File: src/rtl/cpu6502_pkg.sv
// Types and constants shared by the 6502 program-counter datapath.
package cpu6502_pkg;

  typedef logic [15:0] pc_t;
  typedef logic [7:0]  byte_t;

  localparam pc_t   RESET_PC_DEF = 16'hFFFC;
  localparam byte_t BUS_IDLE     = 8'h00;

endpackage

File: src/rtl/pc_half.sv
// One byte of the program counter: select latch, incrementer with carry
// chain, and the PC byte register.
module pc_half
  import cpu6502_pkg::*;
#(
  parameter byte_t RST_VAL = 8'h00
) (
  input  logic  clk_i,
  input  logic  rst_i,
  input  logic  rdy_i,
  input  logic  loop_sel_i,
  input  logic  bus_sel_i,
  input  byte_t bus_data_i,
  input  logic  cin_i,
  output logic  cout_o,
  output byte_t next_o,
  output byte_t pc_o
);

  byte_t pc_q, pc_d;
  byte_t sel_q, sel_d;

  // Bus load beats the loop; with neither asserted the latch keeps its last pick.
  always_comb begin
    sel_d = sel_q;
    if (bus_sel_i) begin
      sel_d = bus_data_i;
    end else if (loop_sel_i) begin
      sel_d = pc_q;
    end
  end

  assign {cout_o, pc_d} = {1'b0, sel_d} + {8'h00, cin_i};

  always_ff @(posedge clk_i or posedge rst_i) begin
    if (rst_i) begin
      pc_q  <= RST_VAL;
      sel_q <= RST_VAL;
    end else if (rdy_i) begin
      pc_q  <= pc_d;
      sel_q <= sel_d;
    end
  end

  assign next_o = pc_d;
  assign pc_o   = pc_q;

endmodule

File: src/rtl/pc_unit.sv
// 6502 program counter: two pc_half instances plus DB/ADL/ADH bus drive.
// Optional breakpoint comparator enabled by defining PC_BREAK_EN.
module pc_unit
  import cpu6502_pkg::*;
#(
  parameter pc_t         RESET_PC = RESET_PC_DEF,
  parameter int unsigned WIDTH    = 8
) (
  input  logic             CLK,
  input  logic             RST,
  input  logic             RDY,
  input  logic             PCL_PCL,
  input  logic             ADL_PCL,
  input  logic             PCH_PCH,
  input  logic             ADH_PCH,
  input  logic             I_PC,
  input  logic             PCL_DB,
  input  logic             PCL_ADL,
  input  logic             PCH_DB,
  input  logic             PCH_ADH,
  input  logic [WIDTH-1:0] ADL_DATA,
  input  logic [WIDTH-1:0] ADH_DATA,
`ifdef PC_BREAK_EN
  input  logic [15:0]      BRK_ADDR,
  input  logic             BRK_ARM,
  output logic             BRK_HIT,
`endif
  output logic [WIDTH-1:0] DB_OUT,
  output logic             DB_OE,
  output logic [WIDTH-1:0] ADL_OUT,
  output logic             ADL_OE,
  output logic [WIDTH-1:0] ADH_OUT,
  output logic             ADH_OE,
  output logic [15:0]      PC_OUT,
  output logic [WIDTH-1:0] PCL_LOOP
);

  byte_t pcl, pch, nextl, nexth;
  logic  carry_lo;
  logic  unused_cout_hi;

  pc_half #(.RST_VAL(RESET_PC[7:0])) u_lo (
    .clk_i      (CLK),
    .rst_i      (RST),
    .rdy_i      (RDY),
    .loop_sel_i (PCL_PCL),
    .bus_sel_i  (ADL_PCL),
    .bus_data_i (ADL_DATA),
    .cin_i      (I_PC),
    .cout_o     (carry_lo),
    .next_o     (nextl),
    .pc_o       (pcl)
  );

  // High-byte carry out is dropped: FFFF+1 wraps silently.
  pc_half #(.RST_VAL(RESET_PC[15:8])) u_hi (
    .clk_i      (CLK),
    .rst_i      (RST),
    .rdy_i      (RDY),
    .loop_sel_i (PCH_PCH),
    .bus_sel_i  (ADH_PCH),
    .bus_data_i (ADH_DATA),
    .cin_i      (carry_lo),
    .cout_o     (unused_cout_hi),
    .next_o     (nexth),
    .pc_o       (pch)
  );

  assign PC_OUT   = {pch, pcl};
  assign PCL_LOOP = pcl;

  always_comb begin
    DB_OUT  = BUS_IDLE;
    DB_OE   = 1'b0;
    ADL_OUT = BUS_IDLE;
    ADL_OE  = 1'b0;
    ADH_OUT = BUS_IDLE;
    ADH_OE  = 1'b0;
    if (!RST) begin
      if (PCL_DB) begin
        DB_OUT = pcl;
      end else if (PCH_DB) begin
        DB_OUT = pch;
      end
      DB_OE = PCL_DB | PCH_DB;
      if (PCL_ADL) begin
        ADL_OUT = pcl;
        ADL_OE  = 1'b1;
      end
      if (PCH_ADH) begin
        ADH_OUT = pch;
        ADH_OE  = 1'b1;
      end
    end
  end

  db_contention_a: assert property (@(posedge CLK) disable iff (RST) !(PCL_DB && PCH_DB));

`ifdef PC_BREAK_EN
  logic brk_hit_q, brk_hit_d;

  always_comb begin
    brk_hit_d = brk_hit_q;
    if (!BRK_ARM) begin
      brk_hit_d = 1'b0;
    end else if (RDY && ({nexth, nextl} == BRK_ADDR)) begin
      brk_hit_d = 1'b1;
    end
  end

  always_ff @(posedge CLK or posedge RST) begin
    if (RST) begin
      brk_hit_q <= 1'b0;
    end else begin
      brk_hit_q <= brk_hit_d;
    end
  end

  assign BRK_HIT = brk_hit_q;
`endif

endmodule

File: config.mk
export PLATFORM = sky130hd
export DESIGN_NAME = pc_unit
export DESIGN_NICKNAME = d
export VERILOG_FILES = /design/src/rtl/cpu6502_pkg.sv /design/src/rtl/pc_half.sv /design/src/rtl/pc_unit.sv
export SDC_FILE = /design/constraint.sdc
export NUM_CORES = 1
export LEC_CHECK = 0
export CORE_MARGIN = 2
export CORE_UTILIZATION = 48
export DETAILED_ROUTE_END_ITERATION = 16
export GPL_TIMING_DRIVEN = 0
export PLACE_DENSITY = 0.89
export REMOVE_ABC_BUFFERS = 1
export SYNTH_ARGS = -nofsm -noshare
export SYNTH_HDL_FRONTEND = slang
export SYNTH_SLANG_ARGS = --single-unit
export TNS_END_PERCENT = 5
File: constraint.sdc
create_clock -name CLK -period 3.94 [get_ports CLK]
set_input_delay 0.985 -clock CLK [delete_from_list [all_inputs] [get_ports CLK]]
set_output_delay 0.985 -clock CLK [all_outputs]
set_load 0.02 [all_outputs]
==> impl_metrics.json <==
{
  "grt_pass1_wl_um": 8890,
  "arrival_ns": 2.87,
  "synth_top_family_by_area": "multiplexers",
  "numCtsBuffers": 5,
  "cp-end-kind": "output port",
  "layout-drive-gt1-share_pct": 23.8,
  "setup_slack_ns": 0.0889,
  "crit_top_cell": "clkdlybuf4s50_1",
  "yosysMostFrequentCell": "dfstp_2",
  "cp_slowest_cell": "clkdlybuf4s50_1",
  "max_freq_mhz": 260,
  "totalWireLength_um": 5350,
  "ant_nets": 0,
  "antenna_cells": 0,
  "crit_type": "in2out",
  "synth_area_um2": 2170,
  "start_util_pct": 49.9,
  "async_reset_ff_share_pct": 100,
  "synthCells": 223,
  "vias": 1868,
  "clk_latency_ns": 0.29,
  "status": "finished, final reports clean",
  "rsz0062_at_grt": "no",
  "crit_fanout": 9,
  "die_area_um2": 5080,
  "drt-vias-per-instance": 5.46,
  "hold_viol": 0,
  "num_rows": 24,
  "synth-xor-area-share_pct": 3.63,
  "worstPathCellList": "clkdlybuf4s50_1 > o21ai_4 > nor2_1 > clkdlybuf4s50_1",
  "power_density_nw_per_um2": 415,
  "cts_root_buf": "clkbuf_8",
  "critPathMaxStageDelay_ns": 0.87,
  "fin_worst_skew_ns": 0.00438,
  "maxSlewHeadroom_pct": 5.61,
  "nets": 321,
  "yosys-top-cells-count": "dfstp_2, mux2_2, nor2_1, mux2i_1",
  "clkTransAtPathRegs_ns": 0.07,
  "ys.flop_type": "dfstp_2",
  "yosysSeqAreaShare_pct": 38.5,
  "synth_fa_ha_area_share_pct": 2.30,
  "setup_tns_ns": 0,
  "synth.area.top_cells": "dfstp_2, mux2_2, mux2i_1",
  "yosysWarnings": 0,
  "drv_slew": 0,
  "timing.final.crit_share_pct": 97.7,
  "synth_compound_area_share_pct": 11.3,
  "grt_max_degree": 38,
  "synth_seq_cells": 32,
  "io_buffers": 78,
  "synthMuxAreaShare_pct": 20.8,
  "yosys.area_share.simple_pct": 16.7,
  "yosys.area.top_type": "dfstp_2",
  "post-route-drc-count": 0,
  "synth_top_area_share_pct": 33.9,
  "setup_viol": 0,
  "clock_path_buffers": 2,
  "grt_use_total_pct": 22.3,
  "antenna_found_initial": 0,
  "synth_cell_type_count": 40,
  "synth_edf_count": 0,
  "pin_count": 79,
  "areaGrowthSynthToFinish_pct": 38.8,
  "cp.required_ns": 2.95,
  "wire_per_inst_um": 15.6,
  "maxCapViolCount": 0,
  "cts_tree": "yes",
  "p_leak_nw": 1.21,
  "synth.avg_cell_area_um2": 9.75,
  "critPathLaunchType": "input port",
  "vdd_drop_max_mv": 0.319,
  "drt-initial-drc-count": 79,
  "core_um2": 4350,
  "dp_hpwl_um": 3750,
  "clkSinkCount": 32,
  "dieHeight_um": 71.3,
  "die_x_um": 71.3,
  "p_total_mw": 1.25,
  "period_needed_ns": 3.85,
  "hold_path.class": "reg2reg",
  "grt_pass1_vias": 1820,
  "dr.pass1.iters": 4,
  "htreeDepth": 2,
  "overflow": 0,
  "tightest_slew_ns": 1.41,
  "place_ws_ns": -0.908,
  "place.gp.congestion": 0.825
}
-- logic make-up after synthesis --
group	after synthesis
XOR/XNOR	9
AO/OA/AOI/OAI	38
AND/OR/NAND/NOR	74
flip-flops	32
buffers and inverters	24
adder cells (fa/ha/maj)	4
multiplexers	42
-- layout by cell type, fill, tap and decap left out, types with 2 or more instances in the layout --
master / netlist / layout
inv_1: 3 / 2
nand2b_1: 5 / 5
nor2_1: 21 / 21
nand3_1: 3 / 3
nor2b_2: 0 / 2
mux2i_1: 19 / 19
o21a_1: 3 / 3
dfstp_2: 28 / 28
o211ai_1: 2 / 2
dfrtp_1: 4 / 4
nor4_1: 3 / 3
a21oi_1: 9 / 9
mux2_2: 21 / 21
nor3_1: 2 / 2
xnor2_1: 3 / 3
o21ai_1: 3 / 2
and2_1: 17 / 17
clkbuf_8: 0 / 5
ha_1: 4 / 4
o31ai_1: 2 / 2
xor2_1: 6 / 6
o21ai_2: 2 / 2
clkdlybuf4s50_1: 0 / 76
o21ai_0: 10 / 10
nand2_1: 17 / 17
-- critical path: cells and delay by family --
kind | cells | cell delay [ns]
AOI/OAI and AO/OA | 1 | 0.19
and+or+nand+nor | 1 | 0.18
buffers and inverters | 2 | 1.51
-- sequential cells by signal (all words and copies together), names as in the netlist --
| register | cells |
|---|---|
| u_hi.sel_q | 8 |
| u_lo.sel_q | 8 |
| u_lo.pc_o | 8 |
| u_hi.pc_o | 8 |
-- power breakdown --
part	internal (mW)	switching, mW	leakage, nW
clock	0.188	0.128	0.0552
combinational	0.232	0.227	0.819
sequential	0.419	0.0578	0.341
-- cell type report --
class,instances,area [um^2]
multi-input cells,167,1200
clock buffers,6,72.6
clock inverters,2,35.0
repair inverters,1,5.00
fillers,331,1340
repair buffers,79,783
flip-flops and latches,32,836
inverters,3,15.0
well taps,52,65.1
-- routing by layer --
metal | track usage [%] | part of all wire [%]
met3 | 5.34 | 7.0
met1 | 30.4 | 46
met2 | 34.1 | 45
met5 | 0 | 0
met4 | 9.22 | 2.3
-- worst paths after layout --
check	from	end	slack (ns)	cells past startpoint
setup / recovery	PCL_DB	DB_OUT[7]	0.09	4
hold / removal	u_hi.sel_q[3]	u_hi.sel_q[3]	0.49	2
setup reg to reg	u_lo.pc_o[0]	u_hi.pc_o[6]	0.99	13
hold reg to reg	u_hi.sel_q[3]	u_hi.sel_q[3]	0.49	2
max in group asynchronous	RST	u_hi.sel_q[7]	2.25	2
min in group asynchronous	RST	u_lo.pc_o[0]	1.30	3
-- timing repair --
item,CTS,global route
resized for setup,4,6
hold buffers,0,0
endpoints found under the setup margin,10,18
buffers inserted,1,0
gates cloned,1,0
-- stage by stage --
stage	util (%)	hold WS (ns)	cell area, um^2	instances
floorplan	-	0.466	2040	202
global placement	66.2	0.477	2880	332
detailed placement	66.2	0.483	2880	332
CTS	69.1	0.494	3010	342
global route	69.3	0.511	3020	342
finish	69.3	0.490	3020	342
Note: power is estimated with default switching activity, not from simulation.
